### config.mk
export PLATFORM = sky130hd
export DESIGN_NAME = par2ser
export DESIGN_NICKNAME = d
export VERILOG_FILES = /design/src/rtl/par2ser.sv
export SDC_FILE = /design/constraint.sdc
export NUM_CORES = 1
export LEC_CHECK = 0
export ABC_AREA = 1
export BUFFER_PORTS_ARGS = -buffer_cell sky130_fd_sc_hd__clkbuf_2
export CAP_MARGIN = 20
export CORE_ASPECT_RATIO = 1.5
export CORE_UTILIZATION = 31
export CTS_BUF_LIST = sky130_fd_sc_hd__clkbuf_4 sky130_fd_sc_hd__clkbuf_8 sky130_fd_sc_hd__clkbuf_16
export CTS_CLUSTER_SIZE = 24
export DETAILED_ROUTE_END_ITERATION = 16
export MAX_ROUTING_LAYER = met4
export SETUP_SLACK_MARGIN = 0.15
export SYNTH_ARGS = -nofsm -noshare
export SYNTH_HDL_FRONTEND = slang
export SYNTH_SLANG_ARGS = --single-unit
### constraint.sdc
create_clock -name clk -period 2.1 [get_ports clk]
set_input_delay 0 -clock clk [delete_from_list [all_inputs] [get_ports clk]]
set_output_delay 0 -clock clk [all_outputs]
set_load 0.01 [all_outputs]
### src/rtl/par2ser.sv
// Parallel-to-serial converter: accepts W-bit words on valid/ready and shifts them
// out one bit per ser_en strobe, with a one-word pending buffer for gapless streams.
module par2ser #(
    parameter int W         = 8,
    parameter bit MSB_FIRST = 1'b1
) (
    input  logic         clk,
    input  logic         rst,
    input  logic [W-1:0] par_din,
    input  logic         par_din_valid,
    output logic         par_din_ready,
    input  logic         ser_en,
    output logic         ser_dout,
    output logic         ser_dout_valid,
    output logic         ser_dout_last,
    output logic         busy
);

    localparam int            CW       = $clog2(W);
    localparam logic [CW-1:0] CNT_LAST = CW'(W - 1);

    typedef enum logic {
        IDLE  = 1'b0,
        SHIFT = 1'b1
    } state_t;

    state_t         state_r, state_s;
    logic [W-1:0]   sh_r, sh_s;
    logic [CW-1:0]  cnt_r, cnt_s;
    logic [W-1:0]   pend_r, pend_s;
    logic           pend_full_r, pend_full_s;
    logic           accept_s;
    logic           complete_s;

    // Move the shifter one bit toward the output end, zero filling behind.
    function automatic logic [W-1:0] shift_one(input logic [W-1:0] v);
        if (MSB_FIRST) begin
            shift_one = {v[W-2:0], 1'b0};
        end else begin
            shift_one = {1'b0, v[W-1:1]};
        end
    endfunction

    // Handshake and output decode; ready depends on registered state and rst only.
    always_comb begin
        par_din_ready  = !rst && !pend_full_r;
        accept_s       = par_din_valid && par_din_ready;
        ser_dout_valid = (state_r == SHIFT) && ser_en;
        complete_s     = ser_dout_valid && (cnt_r == CNT_LAST);
        ser_dout_last  = complete_s;
        busy           = (state_r == SHIFT) || pend_full_r;
        if (state_r == SHIFT) begin
            ser_dout = MSB_FIRST ? sh_r[W-1] : sh_r[0];
        end else begin
            ser_dout = 1'b0;
        end
    end

    // Next-state logic for FSM, shifter, bit counter and pending buffer.
    always_comb begin
        state_s     = state_r;
        sh_s        = sh_r;
        cnt_s       = cnt_r;
        pend_s      = pend_r;
        pend_full_s = pend_full_r;
        case (state_r)
            IDLE: begin
                if (accept_s) begin
                    sh_s    = par_din;
                    cnt_s   = {CW{1'b0}};
                    state_s = SHIFT;
                end else begin
                    state_s = IDLE;
                end
            end
            SHIFT: begin
                if (complete_s) begin
                    cnt_s = {CW{1'b0}};
                    // A same-cycle accept bypasses pend and goes straight to the shifter.
                    if (pend_full_r) begin
                        sh_s        = pend_r;
                        pend_full_s = 1'b0;
                    end else if (accept_s) begin
                        sh_s = par_din;
                    end else begin
                        state_s = IDLE;
                    end
                end else begin
                    if (ser_en) begin
                        sh_s  = shift_one(sh_r);
                        cnt_s = cnt_r + CW'(1);
                    end else begin
                        sh_s = sh_r;
                    end
                    if (accept_s) begin
                        pend_s      = par_din;
                        pend_full_s = 1'b1;
                    end else begin
                        pend_full_s = pend_full_r;
                    end
                end
            end
            default: begin
                state_s     = IDLE;
                cnt_s       = {CW{1'b0}};
                pend_full_s = 1'b0;
            end
        endcase
    end

    // State registers with synchronous active-high reset.
    always_ff @(posedge clk) begin
        if (rst) begin
            state_r     <= IDLE;
            sh_r        <= {W{1'b0}};
            cnt_r       <= {CW{1'b0}};
            pend_r      <= {W{1'b0}};
            pend_full_r <= 1'b0;
        end else begin
            state_r     <= state_s;
            sh_r        <= sh_s;
            cnt_r       <= cnt_s;
            pend_r      <= pend_s;
            pend_full_r <= pend_full_s;
        end
    end

endmodule

==> summary.txt, run 1 <==
Post-CTS setup buffer count - 0
CP startpoint kind - flip-flop
Rel. slew slack - 0.633
GPL Wtd Cong - 0.838
Die Ht - 76.4 um
Clock Sink Count - 21
Critical-path cell list - ha_1 -> ha_1 -> a21oi_1 -> nand2_1 -> inv_2 -> nor2_1 -> nor2_1
Die Span X - 51.6 um
Cell Rows - 26
Kind of end point of the critical path - flip-flop
WP buf/inv - 1
DR pass1 iterations - 4
Crit path time final - 1.70 ns
Via/cell ratio - 4.71
CTS Buf Count - 3
Critical path type - reg -> reg
Outcome - finished, violations left
First-pass GRT wire length - 4960 um
DR WL/cell - 12.3 um
I/O pin cnt - 17
Initial drt markers - 40
# resized after CTS - 0
Fin nets - 210
Critical Path Max Stage Delay - 0.33 ns
Seq/Total Area, Yosys - 0.368
Tot GR Track Use - 0.174
Power consumption - 843 uW
Routed WL - 2910 um
Synth Flop Type - dfxtp_1
FF+latch count, synth - 21
CTS tree - done
Crit path arrival time - 1.90 ns
Post-synth EDFFs - 0
GR Overflow Total - 0
VDD IR max - 0.293 mV
Leak pwr - 0.000616 uW
Critical path's top delay family - simple AND/OR/NAND/NOR gates
WHS - -0.000300 ns
Largest net degree at the start of global routing - 13
Fmax - 0.587 GHz
Unique cell type count in the Yosys netlist - 20
Worst Clk Skew - 0.00386 ns
Area delta synth->final - 14.0%
Vias - 1117
Slew @ Worst Pin - 0.548 ns
Unrepaired setup endpoints after global routing - false
Initial antenna violation count - 0
Share of layout cells above drive strength 1 - 0.159
Yosys top cell by area - dfxtp_1
Mapped cell area - 0.00114 mm2
Vias in the first global route - 1088
Cell count after synthesis - 177
Fraction of registers with async set/reset - 0
Setup TNS - 0 ns
Share of the synthesized area in the top cell type - 0.368
Port-buffer cells - 16
Top-count cell post-synth - nand2_1
Failing checks - hold timing
Pwr/cell area - 646 mW/mm2
Syn nets - 191
Mapped Avg Cell Area - 6.46 um2
Synth top area cells - dfxtp_1 37%, nand2_1 18%, nor2_1 11%, nand3_1 7.0%, a21oi_1 5.7%
DRC errors left - 0
Crit path max fanout - 11
Diode count - 0
Final slew viol count - 0
Core Area - 0.00345 mm2
Root buf cell - clkbuf_8
Fin. Hold Viols - 1
Clk Latency, worst-skew pair - 0.26 ns
Final setup vio count - 0
Critical Path RT - 2.30 ns
Clock buffer depth - 2
YS warnings - 0
Die area - 0.00394 mm2
Hpwl dp - 2160 um
Critical-path top delay cell - dfxtp_1
MaxCap Viol Count - 0
Clock slew at reported path FFs - 0.08 ns
Final Cycle Share - 0.812
Synth cell count leaders - 55 x nand2_1, 33 x nor2_1, 21 x dfxtp_1, 16 x nand3_1, 13 x a21oi_1
Post-DRT Antenna Nets - 0
HP Class - in -> reg
H-tree depth - 1
Starting Density - 0.332
## worst reg2reg max path, stage by stage, from the launching register on
cell	delay [ns]
dfxtp_1	0.33
ha_1	0.19
ha_1	0.21
a21oi_1	0.27
nand2_1	0.29
inv_2	0.21
nor2_1	0.05
nor2_1	0.10
## cells by family (layout without fill, tap and decap cells)
family,after synthesis,after routing,share of synthesized area
AND/OR/NAND/NOR,110,110,0.404
flip-flops,21,21,0.368
buffers and inverters,20,38,0.0952
adder cells (fa/ha/maj),2,2,0.0219
AO/OA/AOI/OAI,24,24,0.112
## final timing paths
kind / slack [ns] / end / startpoint / cells after the start
worst max-delay path: 0.40 / pend_r[3] / cnt_r[0] / 7
worst min-delay path: -0.0003 / pend_r[5] / par_din[5] / 3
worst max register to register: 0.40 / pend_r[3] / cnt_r[0] / 7
worst min register to register: 0.47 / pend_r[0] / pend_r[0] / 2
## power by group
part           leakage, uW  switching [uW]  internal [uW]
registers         0.000171            15.1            416
clock network    0.0000262             135            148
logic             0.000419            81.2           47.1
total             0.000616             231            611
## metal layers
layer	global-route usage	vias to the layer above	part of all wire
li1	-	601	-
met3	0.0299	6	0.032
met5	-	-	0
met1	0.197	490	0.41
met2	0.300	20	0.53
met4	0.0541	0	0.023
## registers in the layout, indices dropped and copies added, names as in the netlist
| name | flops |
|---|---|
| state_r | 1 |
| sh_r | 8 |
| pend_full_r | 1 |
| cnt_r | 3 |
| pend_r | 8 |
## metrics by stage
stage               worst slack [ns]  area, um2   util  instances
floorplan                      0.681       1140      -        177
global placement               0.447       1230  0.358        231
detailed placement             0.399       1230  0.358        231
CTS                            0.390       1300  0.378        237
global route                   0.210       1300  0.378        237
finish                         0.396       1300  0.378        237
## layout by cell type, fill, tap and decap left out
cell type	instances
nand2_4	1
o21ai_1	8
clkbuf_2	16
dfxtp_1	21
o21ai_0	1
buf_4	2
nand2_1	55
clkbuf_4	1
nor3_1	1
nor2_2	1
clkbuf_8	3
nand3_1	16
dlygate4sd3_1	2
a21oi_2	1
ha_1	2
inv_1	11
o21ai_2	1
inv_2	3
nand4_1	1
a21oi_1	13
nor2_4	2
nor2_1	33
## repair_timing
action / 4_1_cts / 5_1_grt
setup endpoints to repair: 0 / 0
hold endpoints to repair: 2 / 0
hold buffers: 2 / 0
## layout make-up
class	count	area, um2
Sequential cell	21	420
Multi-Input combinational cell	136	614
Timing Repair Buffer	20	115
Tap cell	42	52.6
Clock buffer	4	48.8
Fill cell	442	2140
Inverter	14	52.6
Power figures use the tool's default switching activity.
==> inputs of run 2 (changes only) <==
Clock period 2.1 ns to 1.7 ns, I/O delays scaled along.
==> run 2 against run 1 <==
  * The flow now finishes without violations
  * Maximum frequency grew 18%
  * Register-to-register slack lost 0.14 ns
  * Clock skew is 0.0026 ns lower
  * Critical path depth grew 1
  * Cell area increased by 8.2%
  * Hold slack improved by 0.018 ns
  * Flip-flop and latch count unchanged
  * Critical endpoint is now sh_r[4]
  * Largest power group unchanged
==> summary.txt, run 2 (synthesized netlist as in run 1, its figures left out) <==
Routed WL - 3100 um
Core Area - 0.00345 mm2
Area delta synth->final - 23.3%
Critical Path RT - 1.91 ns
Largest net degree at the start of global routing - 13
Fin nets - 217
Clk Latency, worst-skew pair - 0.27 ns
Post-CTS setup buffer count - 0
P_sw - 307 uW
DR pass1 iterations - 4
MaxCap Viol Count - 0
Sequential power share - 0.503
Min-Delay Startpoint - par_din[3]
Cell Int Power - 751 uW
Final setup vio count - 0
Fin. Hold Viols - 0
R2r startpoint - cnt_r[1]
Final slew viol count - 0
First-pass GRT wire length - 4910 um
Placed Area - 0.00127 mm2
Die Span X - 51.6 um
Final Cell Area - 0.00141 mm2
Port-buffer cells - 16
Hpwl dp - 2220 um
Leading cell type in the layout, fill and taps excluded - nand2_1
Hold path depth - 3
Setup TNS - 0 ns
Vias in the first global route - 1149
Unrepaired setup endpoints after global routing - false
Sw frac - 0.290
Cell Rows - 26
Worst Clk Skew - 0.00125 ns
Initial antenna violation count - 0
Leak pwr - 0.000658 uW
Power share of the clock group - 0.324
Initial drt markers - 36
Worst R2R Setup Slack - 0.26 ns
I/O pin cnt - 17
GPL Wtd Cong - 0.791
Slew @ Worst Pin - 0.348 ns
Rel. slew slack - 0.767
Die Ht - 76.4 um
Critical path type - reg -> reg
CTS Buf Count - 3
Post-DRT Antenna Nets - 0
Diode count - 0
Crit path max fanout - 9
H-tree depth - 1
Crit path arrival time - 1.66 ns
Pwr/cell area - 751 mW/mm2
Kind of end point of the critical path - flip-flop
Outcome - finished clean
Clock Sink Count - 21
HP Class - in -> reg
Largest regs - pend_r: 8 flops, sh_r: 8 flops, cnt_r: 3 flops
VDD IR max - 0.412 mV
Via/cell ratio - 4.93
Reg2reg end - sh_r[4]
Crit path time final - 1.44 ns
Hold EP - pend_r[3]
DR WL/cell - 12.7 um
Root buf cell - clkbuf_8
Combinational power share - 0.172
Clock buffer depth - 2
Share of layout cells above drive strength 1 - 0.213
Vias - 1204
DRC errors left - 0
CTS tree - done
Tot GR Track Use - 0.172
Fmax - 0.692 GHz
Worst r2r path cells - 8
Final Cycle Share - 0.850
GR Overflow Total - 0
Clock slew at reported path FFs - 0.08 ns
Die area - 0.00394 mm2
Commonest non-fill, non-tap cells in the layout - 54 x nand2_1, 33 x nor2_1, 20 x dfxtp_1
CP startpoint kind - flip-flop
Starting Density - 0.332
==> run 2: changes by cell type in the layout (fill, tap and decap cells not counted), sizes merged <==
cell	delta
dlygate4sd3	+2
clkbuf	-1
clkinv	+1
buf	+5
==> run 2: worst max-delay path, stage by stage, from the launching register on <==
cell and delay (ns):
dfxtp_1 0.35, ha_2 0.19, ha_4 0.17, inv_4 0.08, nor2_4 0.20, nand3_1 0.11, a21oi_1 0.16, nor2_1 0.05
nor2_1 0.07
==> run 2: metal layers <==
metal  track usage  up-vias  share of wire
met4         0.105        0          0.038
li1              -      612              -
met1         0.173      559           0.39
met2         0.301       23           0.55
met3        0.0200       10          0.020
met5             -        -              0
==> run 2: cell type report <==
cell class	instances	area, um2
clock buffers	3	41.3
clock inverters	1	5.00
fillers	409	2040
inverters	14	55.1
multi-input cells	136	662
flip-flops and latches	21	422
well taps	42	52.6
repair buffers	27	173
==> run 2: metrics by stage <==
| step | setup WS [ns] | utilization | std cells | hold WS (ns) | total power [uW] |
|---|---|---|---|---|---|
| floorplan | 0.281 | - | 177 | 0.0347 | 654 |
| global placement | 0.106 | 0.369 | 236 | 0.269 | 712 |
| detailed placement | 0.0625 | 0.369 | 236 | 0.269 | 711 |
| CTS | 0.135 | 0.396 | 244 | 0.00237 | 1070 |
| global route | 0.156 | 0.409 | 244 | 0.0290 | 1110 |
| finish | 0.255 | 0.409 | 244 | 0.0176 | 1060 |
==> run 2: how the worst max path moves through the flow <==
stage	start	end	slack [ns]	cells after the start
CTS	cnt_r[0]	sh_r[3]	0.14	8
floorplan	cnt_r[0]	pend_r[0]	0.28	7
global route	cnt_r[1]	sh_r[3]	0.16	8
finish	cnt_r[1]	sh_r[4]	0.26	8
global placement	cnt_r[0]	pend_r[7]	0.11	7
detailed placement	cnt_r[0]	pend_r[7]	0.06	7
==> run 2: power by group through the flow <==
stage	Sequential, uW	Clock, uW	Combinational, uW
after floorplan	536	0	118
after global placement	544	0	168
after detailed placement	544	0	168
after CTS	532	360	177
after global routing	536	367	205
final	533	343	183
==> run 2: timing repair <==
item,CTS,global route
endpoints found under the hold margin,4,0
gates resized for setup,2,10
endpoints found under the setup margin,8,17
hold buffers,4,0
pin swaps,0,2
